<file path="src/rtl/regfile_write_arbiter_if.sv">
`default_nettype none
// ============================================================================
// Module   : regfile_write_arbiter_if
// Purpose  : Bundles the two writeback request channels, the stall input, the
//            register-file write port and the debug outputs of the write
//            arbiter.
// Ports    : hold                            - pipeline stall
//            req0_valid/ready/addr/data      - ALU writeback channel
//            req1_valid/ready/addr/data      - load writeback channel
//            RegWrite/WriteRegister/WriteData- register-file write port
//            last_grant, drop_count          - round-robin pointer, drop count
// Modports : master - requester / environment side
//            slave  - arbiter side
// Revision : 1.0 - initial release
// ============================================================================
interface regfile_write_arbiter_if #(
    parameter int DATA_W = 64,
    parameter int ADDR_W = 5,
    parameter int CNT_W  = 16
);
    logic              hold;

    logic              req0_valid;
    logic              req0_ready;
    logic [ADDR_W-1:0] req0_addr;
    logic [DATA_W-1:0] req0_data;

    logic              req1_valid;
    logic              req1_ready;
    logic [ADDR_W-1:0] req1_addr;
    logic [DATA_W-1:0] req1_data;

    logic              RegWrite;
    logic [ADDR_W-1:0] WriteRegister;
    logic [DATA_W-1:0] WriteData;

    logic              last_grant;
    logic [CNT_W-1:0]  drop_count;

    modport master (
        output hold,
        output req0_valid, req0_addr, req0_data,
        input  req0_ready,
        output req1_valid, req1_addr, req1_data,
        input  req1_ready,
        input  RegWrite, WriteRegister, WriteData,
        input  last_grant, drop_count
    );

    modport slave (
        input  hold,
        input  req0_valid, req0_addr, req0_data,
        output req0_ready,
        input  req1_valid, req1_addr, req1_data,
        output req1_ready,
        output RegWrite, WriteRegister, WriteData,
        output last_grant, drop_count
    );
endinterface
`default_nettype wire

</file>
<file path="src/rtl/regfile_write_arbiter.sv">
`default_nettype none
// ============================================================================
// Module   : regfile_write_arbiter
// Purpose  : Round-robin arbiter sharing the single register-file write port
//            between the ALU writeback (requester 0) and the load writeback
//            (requester 1). The accepted write is registered and presented on
//            the write port one cycle after acceptance. Writes aimed at the
//            hardwired-zero register are accepted, discarded and counted.
// Ports    : clk   - system clock, all state updates on the rising edge
//            reset - synchronous, active-high reset
//            bus   - slave side of regfile_write_arbiter_if (request channels,
//                    hold, write port, last_grant, drop_count)
// Revision : 1.0 - initial release
// ============================================================================
module regfile_write_arbiter #(
    parameter int DATA_W   = 64,
    parameter int ADDR_W   = 5,
    parameter int ZERO_REG = 31,
    parameter int CNT_W    = 16
) (
    input  wire logic               clk,
    input  wire logic               reset,
    regfile_write_arbiter_if.slave  bus
);

    localparam logic [ADDR_W-1:0] c_zero_addr = ADDR_W'(ZERO_REG);

    // ------------------------------------------------------------------
    // Grant: a lone valid requester wins; under contention the requester
    // that did not win last time wins, giving strict alternation.
    // ------------------------------------------------------------------
    logic              last_grant_q, last_grant_d;
    logic              regwrite_q,   regwrite_d;
    logic [ADDR_W-1:0] waddr_q,      waddr_d;
    logic [DATA_W-1:0] wdata_q,      wdata_d;
    logic [CNT_W-1:0]  drop_q,       drop_d;

    logic              allow;
    logic              grant0;
    logic              grant1;
    logic              xfer;
    logic [ADDR_W-1:0] win_addr;
    logic [DATA_W-1:0] win_data;
    logic              win_is_zero;

    assign allow  = ~reset & ~bus.hold;
    assign grant0 = allow & bus.req0_valid & (~bus.req1_valid |  last_grant_q);
    assign grant1 = allow & bus.req1_valid & (~bus.req0_valid | ~last_grant_q);

    assign bus.req0_ready = grant0;
    assign bus.req1_ready = grant1;

    // Grants already include valid, so either grant means a transfer.
    assign xfer        = grant0 | grant1;
    assign win_addr    = grant1 ? bus.req1_addr : bus.req0_addr;
    assign win_data    = grant1 ? bus.req1_data : bus.req0_data;
    assign win_is_zero = (win_addr == c_zero_addr);

    // ------------------------------------------------------------------
    // Next-state for the output stage, pointer and drop counter.
    // ------------------------------------------------------------------
    always_comb begin
        regwrite_d   = 1'b0;
        waddr_d      = waddr_q;
        wdata_d      = wdata_q;
        last_grant_d = last_grant_q;
        drop_d       = drop_q;
        if (xfer) begin
            last_grant_d = grant1;
            if (win_is_zero) begin
                // Saturate instead of wrapping so a stuck-high count is visible.
                if (drop_q != {CNT_W{1'b1}}) begin
                    drop_d = drop_q + CNT_W'(1);
                end
            end else begin
                regwrite_d = 1'b1;
                waddr_d    = win_addr;
                wdata_d    = win_data;
            end
        end
    end

    always_ff @(posedge clk) begin
        if (reset) begin
            regwrite_q   <= 1'b0;
            waddr_q      <= '0;
            wdata_q      <= '0;
            last_grant_q <= 1'b1;
            drop_q       <= '0;
        end else begin
            regwrite_q   <= regwrite_d;
            waddr_q      <= waddr_d;
            wdata_q      <= wdata_d;
            last_grant_q <= last_grant_d;
            drop_q       <= drop_d;
        end
    end

    // A write already staged when reset rises must not reach the regfile in
    // the reset cycle itself, so the enable is gated combinationally.
    assign bus.RegWrite      = regwrite_q & ~reset;
    assign bus.WriteRegister = waddr_q;
    assign bus.WriteData     = wdata_q;
    assign bus.last_grant    = last_grant_q;
    assign bus.drop_count    = drop_q;

endmodule
`default_nettype wire

</file>
<file path="src/flat_wrapper.sv">
// flat-port wrapper written by rule: the top's interface ports become plain ports
module regfile_write_arbiter_flat 
#(
    parameter int DATA_W   = 64,
    parameter int ADDR_W   = 5,
    parameter int ZERO_REG = 31,
    parameter int CNT_W    = 16
)
  (clk, reset, bus_hold, bus_req0_valid, bus_req0_addr, bus_req0_data, bus_req0_ready, bus_req1_valid, bus_req1_addr, bus_req1_data, bus_req1_ready, bus_RegWrite, bus_WriteRegister, bus_WriteData, bus_last_grant, bus_drop_count);
  regfile_write_arbiter_if #(.DATA_W(DATA_W), .ADDR_W(ADDR_W), .CNT_W(CNT_W)) bus_i ();
  input  wire logic clk;
  input  wire logic reset;
  input wire logic [$bits(bus_i.hold)-1:0] bus_hold;
  input wire logic [$bits(bus_i.req0_valid)-1:0] bus_req0_valid;
  input wire logic [$bits(bus_i.req0_addr)-1:0] bus_req0_addr;
  input wire logic [$bits(bus_i.req0_data)-1:0] bus_req0_data;
  output wire logic [$bits(bus_i.req0_ready)-1:0] bus_req0_ready;
  input wire logic [$bits(bus_i.req1_valid)-1:0] bus_req1_valid;
  input wire logic [$bits(bus_i.req1_addr)-1:0] bus_req1_addr;
  input wire logic [$bits(bus_i.req1_data)-1:0] bus_req1_data;
  output wire logic [$bits(bus_i.req1_ready)-1:0] bus_req1_ready;
  output wire logic [$bits(bus_i.RegWrite)-1:0] bus_RegWrite;
  output wire logic [$bits(bus_i.WriteRegister)-1:0] bus_WriteRegister;
  output wire logic [$bits(bus_i.WriteData)-1:0] bus_WriteData;
  output wire logic [$bits(bus_i.last_grant)-1:0] bus_last_grant;
  output wire logic [$bits(bus_i.drop_count)-1:0] bus_drop_count;
  assign bus_i.hold = bus_hold;
  assign bus_i.req0_valid = bus_req0_valid;
  assign bus_i.req0_addr = bus_req0_addr;
  assign bus_i.req0_data = bus_req0_data;
  assign bus_req0_ready = bus_i.req0_ready;
  assign bus_i.req1_valid = bus_req1_valid;
  assign bus_i.req1_addr = bus_req1_addr;
  assign bus_i.req1_data = bus_req1_data;
  assign bus_req1_ready = bus_i.req1_ready;
  assign bus_RegWrite = bus_i.RegWrite;
  assign bus_WriteRegister = bus_i.WriteRegister;
  assign bus_WriteData = bus_i.WriteData;
  assign bus_last_grant = bus_i.last_grant;
  assign bus_drop_count = bus_i.drop_count;
  regfile_write_arbiter #(.DATA_W(DATA_W), .ADDR_W(ADDR_W), .ZERO_REG(ZERO_REG), .CNT_W(CNT_W)) u_core (.clk(clk), .reset(reset), .bus(bus_i));
endmodule
</file>
<file path="config.mk">
export PLATFORM = sky130hd
export DESIGN_NAME = regfile_write_arbiter_flat
export DESIGN_NICKNAME = d
export VERILOG_FILES = /design/src/rtl/regfile_write_arbiter_if.sv /design/src/rtl/regfile_write_arbiter.sv /design/src/flat_wrapper.sv
export SDC_FILE = /design/constraint.sdc
export NUM_CORES = 1
export LEC_CHECK = 0
export CORE_ASPECT_RATIO = 1.4
export CORE_MARGIN = 4
export CORE_UTILIZATION = 41
export CTS_CLUSTER_SIZE = 12
export DETAILED_ROUTE_END_ITERATION = 6
export GPL_TIMING_DRIVEN = 1
export HOLD_SLACK_MARGIN = 0.06
export PLACE_DENSITY = 0.87
export SLEW_MARGIN = 20
export SYNTH_ARGS = -nofsm -noshare
export SYNTH_HDL_FRONTEND = slang
export SYNTH_SLANG_ARGS = --single-unit
</file>
<file path="constraint.sdc">
create_clock -name clk -period 4 [get_ports clk]
set_clock_uncertainty 0.2 [all_clocks]
set_input_delay 0.6 -clock clk [delete_from_list [all_inputs] [get_ports clk]]
set_output_delay 0.6 -clock clk [all_outputs]
set_load 0.02 [all_outputs]
</file>
==> impl_metrics.json, run 1 <==
{
  "status": "complete, no violations",
  "firstDrtPassIters": 4,
  "avgSynthCellArea_um2": 7.799,
  "port_buffers": 231,
  "hold_viol": 0,
  "wl_per_cell_um": 16.55,
  "cts_hold_buf": 0,
  "clkSinkCount": 87,
  "synth-edff-count": 0,
  "antenna_found_initial": 0,
  "avgViaCountPerCell": 5.435,
  "timing.fmax_mhz": 325.2,
  "nNetsFinal": 851,
  "postRouteAntennaNets": 0,
  "ir_worst_vdd_mv": 0.1934,
  "cts_root_buf": "clkbuf_16",
  "track_usage": 0.2282,
  "path_clk_slew_ns": 0.06,
  "dp_slack_ns": 0.9025,
  "cp-end-kind": "output pin",
  "drive_gt1_frac": 0.04635,
  "path_class": "in2out",
  "start_util": 0.4264,
  "min_period_ns": 3.075,
  "yosysUniqueCellTypes": 36,
  "ys_warn_count": 0,
  "first_iter_violations": 175,
  "cts-htree-levels": 3,
  "drcViolationCount": 0,
  "n_antenna_cell": 0,
  "yosysSeqAreaShare": 0.4449,
  "worst_slack_ns": 0.9254,
  "start_kind": "input pin",
  "io_pins": 232,
  "grt_first_pass_wirelength_um": 20530,
  "worst_pin_slew_ns": 0.9281,
  "reg2reg_depth": 6,
  "netlist_instances": 502,
  "ys_seq_elements": 87,
  "rr_endpoint": "u_core.bus.drop_count[14]",
  "synth_top_flop_cell": "dfxtp_1",
  "die_x_um": 90.59,
  "r2r_setup_slack_ns": 1.51,
  "fin_setup_tns_ns": 0,
  "powerDensity_nw_per_um2": 344.2,
  "routed_wl_um": 13560,
  "r2r-start": "u_core.bus.drop_count[0]",
  "grt_pass1_vias": 4214,
  "fin_crit_sh": 0.7687,
  "ctsResizeCount": 0,
  "synthArstFlopShare": 0,
  "dpl.hpwl_um": 9897,
  "via_count": 4451,
  "setup_viol": 0,
  "arrival_ns": 2.27,
  "relSlewSlack": 0.3813,
  "cp_max_fo": 5,
  "overflow": 0,
  "hold_class": "reg2reg",
  "max-cap-violations": 0,
  "cts_buffers": 9,
  "p_leak_uw": 0.002354,
  "rows": 41,
  "synth.net_count": 646,
  "critPathCapture": "bus_req1_ready",
  "rsz0062_at_grt": "no",
  "die_h_um": 123.6,
  "die_area_um2": 11200,
  "startpoint": "bus_req0_valid",
  "area_growth_pct": 67.47,
  "clock_latency_ns": 0.33,
  "cts.path.max_buffers": 2,
  "slew_violations": 0,
  "cts_setup_buffers": 0,
  "grt_max_degree": 87,
  "synth_area_um2": 3915,
  "coreArea_um2": 9183,
  "cp.required_ns": 3.20,
  "gp_congestion": 0.8048,
  "cts_tree": "built"
}
-- power breakdown --
part | leakage, uW | internal [uW] | switching (uW) | total, uW
sequential | 0.000713 | 914 | 24.4 | 939
clock | 0.000156 | 533 | 332 | 865
combinational | 0.00149 | 250 | 202 | 453
-- layer usage --
metal | wire, um | vias up | track usage
met5 | 0 | - | 0
met4 | 395 | 0 | 0.1130
met3 | 969 | 25 | 0.05801
met2 | 7208 | 198 | 0.4255
met1 | 4982 | 2033 | 0.2381
li1 | - | 2195 | -
-- layout by cell type, fill, tap and decap left out, types with 3 or more instances in the layout --
cell,n
a21oi_1,11
a311oi_1,69
and3_1,3
buf_4,5
clkbuf_16,9
clkbuf_8,3
clkdlybuf4s50_1,230
dfxtp_1,87
inv_1,3
mux2_2,4
nand2_1,145
nand3_1,5
nand4_1,3
nor2_1,78
nor2b_1,5
o31ai_1,9
or4_1,9
-- sequential cells by signal (all words and copies together) (netlist names) --
name                      flops
u_core.bus.last_grant         1
u_core.regwrite_q             1
u_core.bus.drop_count        16
u_core.bus.WriteData         64
u_core.bus.WriteRegister      5
-- final cells by class --
cell class              instances  area (um2)
fillers                       730        2626
clock inverters                 3       40.04
well taps                     107       133.9
inverters                       4       15.01
multi-input cells             368        1991
repair buffers                237        2365
clock buffers                  13       270.3
flip-flops and latches         87        1742
-- per-stage QoR --
step / utilization / hold WS (ns) / cell area, um2 / cells / total power (uW)
detailed placement: 0.6802 / 0.2907 / 6246 / 803 / 1410
CTS: 0.7140 / 0.2992 / 6556 / 819 / 2279
global placement: 0.6802 / 0.2833 / 6246 / 803 / 1400
finish: 0.7140 / 0.2961 / 6556 / 819 / 2257
global route: 0.7140 / 0.3150 / 6556 / 819 / 2344
floorplan: - / 0.3595 / 3915 / 502 / 1141
-- critical path: stages --
cell	delay (ns)
clkdlybuf4s50_1	0.48
a211oi_2	0.36
nand2_2	0.12
inv_2	0.08
clkdlybuf4s50_1	0.62
-- synthesized netlist by cell type, drive strengths merged (3+ instances only) --
library cell  instances  area [um2]
and4                  3       27.53
nor2                 78       292.8
buf                  12       58.80
nand3                 6       35.03
clkbuf               31       116.4
nor2b                 5       31.28
nand4                 3       18.77
nand2               146       548.0
dfxtp                87        1742
or4                   9       67.56
a311oi               69       604.3
inv                   4       15.01
o31ai                 9       67.56
and3                  4       25.02
a21oi                11       55.05
or3                   3       20.02
mux2                  4       45.04
-- cells by family (layout without fill, tap and decap cells) --
family          count (synthesis)  after routing  synth area share
simple gates                  263            263            0.2825
flops                          87             87            0.4449
mux                             5              5           0.01406
fa+ha+maj                       1              1          0.003195
buf+inv                        47            257           0.04857
compound gates                 99             99            0.2068
-- worst min-delay path by stage --
stage	cells past startpoint	to	slack, ns	startpoint
after global routing	2	u_core.bus.WriteData[16]	0.31	u_core.bus.WriteData[16]
after global placement	2	u_core.bus.WriteData[9]	0.28	u_core.bus.WriteData[9]
after CTS	2	u_core.bus.WriteData[56]	0.30	u_core.bus.WriteData[56]
final	2	u_core.bus.WriteData[46]	0.30	u_core.bus.WriteData[46]
after detailed placement	2	u_core.bus.WriteData[56]	0.29	u_core.bus.WriteData[56]
after floorplan	2	u_core.bus.drop_count[10]	0.36	u_core.bus.drop_count[10]
No activity file was read; power rests on OpenSTA's default activity.
==> run 2, diff against run 1 <==
--- a/config.mk
+++ b/config.mk
@@ -7,12 +7,12 @@
 export LEC_CHECK = 0
 export CORE_ASPECT_RATIO = 1.4
 export CORE_MARGIN = 4
-export CORE_UTILIZATION = 41
+export CORE_UTILIZATION = 38
 export CTS_CLUSTER_SIZE = 12
 export DETAILED_ROUTE_END_ITERATION = 6
 export GPL_TIMING_DRIVEN = 1
 export HOLD_SLACK_MARGIN = 0.06
-export PLACE_DENSITY = 0.87
+export PLACE_DENSITY = 0.81
 export SLEW_MARGIN = 20
 export SYNTH_ARGS = -nofsm -noshare
 export SYNTH_HDL_FRONTEND = slang
==> constraint.sdc (replaced) <==
create_clock -name clk -period 3.11 [get_ports clk]
set_clock_uncertainty 0.2 [all_clocks]
set_input_delay 0.4665 -clock clk [delete_from_list [all_inputs] [get_ports clk]]
set_output_delay 0.4665 -clock clk [all_outputs]
set_load 0.02 [all_outputs]
==> run 2 against run 1 <==
Compared with the run above:
- cell count increased by 3.3%
- flip-flop and latch count unchanged
- critical endpoint unchanged
- highest routed layer unchanged
- utilization decreased by 5.5 points
- largest power group unchanged
==> impl_metrics.json, run 2 (synthesized netlist as in run 1, its figures left out) <==
{
  "rsz0062_at_grt": "no",
  "hold_class": "reg2reg",
  "arrival_ns": 2.12,
  "hold_viol": 0,
  "antenna_found_initial": 0,
  "ir_worst_vdd_mv": 0.2407,
  "rows": 43,
  "fillers": 875,
  "cp-end-kind": "output pin",
  "cp.required_ns": 2.44,
  "via_count": 4495,
  "start_util": 0.3912,
  "die_area_um2": 12010,
  "die_x_um": 93.79,
  "cts_root_buf": "clkbuf_16",
  "nNetsFinal": 853,
  "powerDensity_nw_per_um2": 432.5,
  "cp_max_fo": 5,
  "drcViolationCount": 0,
  "finalNonFillerCells": 846,
  "worst_path_max_delay_cell": "clkdlybuf4s50_1",
  "first_iter_violations": 167,
  "dpl.hpwl_um": 10030,
  "postRouteAntennaNets": 0,
  "firstDrtPassIters": 4,
  "clock_latency_ns": 0.33,
  "avgViaCountPerCell": 5.313,
  "cp_cell_sequence": "clkdlybuf4s50_1 -> a211oi_2 -> nand2_2 -> inv_2 -> clkdlybuf4s50_1",
  "critPathMostFrequentCell": "clkdlybuf4s50_1",
  "overflow": 0,
  "coreArea_um2": 10010,
  "port_buffers": 231,
  "area_growth_pct": 68.46,
  "final_common_cell": "clkdlybuf4s50_1",
  "setup_viol": 0,
  "start_kind": "input pin",
  "p_leak_uw": 0.002352,
  "worst_slack_ns": 0.3234,
  "n_antenna_cell": 0,
  "min_period_ns": 2.787,
  "io_pins": 232,
  "timing.fmax_mhz": 358.9,
  "status": "complete, no violations",
  "cts_hold_buf": 0,
  "cts_tree": "built",
  "drive_gt1_frac": 0.04501,
  "ctsResizeCount": 0,
  "placedInstanceArea_um2": 6309,
  "dp.cells": 833,
  "die_h_um": 128.1,
  "slowest_delay_ns": 0.61,
  "gp_congestion": 0.8079,
  "path_class": "in2out",
  "slew_violations": 0,
  "worst_pin_slew_ns": 0.7370,
  "cts-htree-levels": 3,
  "grt_max_degree": 70,
  "fin_crit_sh": 0.8960,
  "relSlewSlack": 0.5087,
  "fin_setup_tns_ns": 0,
  "final_cell_mix": "clkdlybuf4s50_1 (230), nand2_1 (145), dfxtp_1 (87), nor2_1 (78), a311oi_1 (69)",
  "cts_setup_buffers": 0,
  "grt_first_pass_wirelength_um": 21110,
  "wl_per_cell_um": 16.15,
  "cts_buffers": 9,
  "clkSinkCount": 87,
  "design_area_um2": 6595,
  "path_clk_slew_ns": 0.06,
  "cts.path.max_buffers": 2,
  "largest_register_ffs": 64,
  "grt_pass1_vias": 4458,
  "track_usage": 0.2182,
  "dp_slack_ns": 0.1590,
  "max-cap-violations": 0,
  "routed_wl_um": 13660
}
## run 2: changes by cell type in the layout (fill, tap and decap cells not counted), sizes merged
cell,previous run,this run
clkbuf,13,12
buf,7,9
clkinv,2,0
## run 2: final timing paths
path                            startpoint                         to  slack (ns)  cells after the start
setup / recovery            bus_req0_valid             bus_req1_ready        0.32                      5
hold / removal    u_core.bus.WriteData[56]   u_core.bus.WriteData[56]        0.30                      2
setup reg to reg  u_core.bus.drop_count[0]  u_core.bus.drop_count[14]        0.66                      6
hold reg to reg   u_core.bus.WriteData[56]   u_core.bus.WriteData[56]        0.30                      2
## run 2: area by class of cell
class | instances | area (um2) | area share
clock buffers | 12 | 256.5 | 0.03889
clock inverters | 1 | 30.03 | 0.004553
repair buffers | 239 | 2392 | 0.3627
flip-flops and latches | 87 | 1742 | 0.2641
multi-input cells | 368 | 1991 | 0.3018
well taps | 135 | 168.9 | 0.02561
inverters | 4 | 15.01 | 0.002277
## run 2: layer usage
layer,up-vias,share of wire,wire length [um],global-route usage
met3,38,0.083,1132,0.06518
met4,0,0.032,435,0.09439
li1,2199,-,-,-
met5,-,0,0,0
met2,192,0.52,7167,0.3998
met1,2066,0.36,4923,0.2260
## run 2: metrics by stage
step | utilization | power [uW] | hold slack (ns)
finish | 0.6590 | 2852 | 0.2967
global route | 0.6590 | 2972 | 0.3201
CTS | 0.6590 | 2875 | 0.2986
detailed placement | 0.6304 | 1820 | 0.2838
global placement | 0.6304 | 1805 | 0.2808
floorplan | - | 1467 | 0.3595
## run 2: where the power goes
group	internal (uW)	switching, uW
logic	325	261
clock network	653	405
registers	1180	31.2
total	2150	698
## run 2: critical path: cells and delay by family
kind | cells | cell delay, ns
compound gates | 1 | 0.35
buf+inv | 3 | 1.18
simple gates | 1 | 0.11
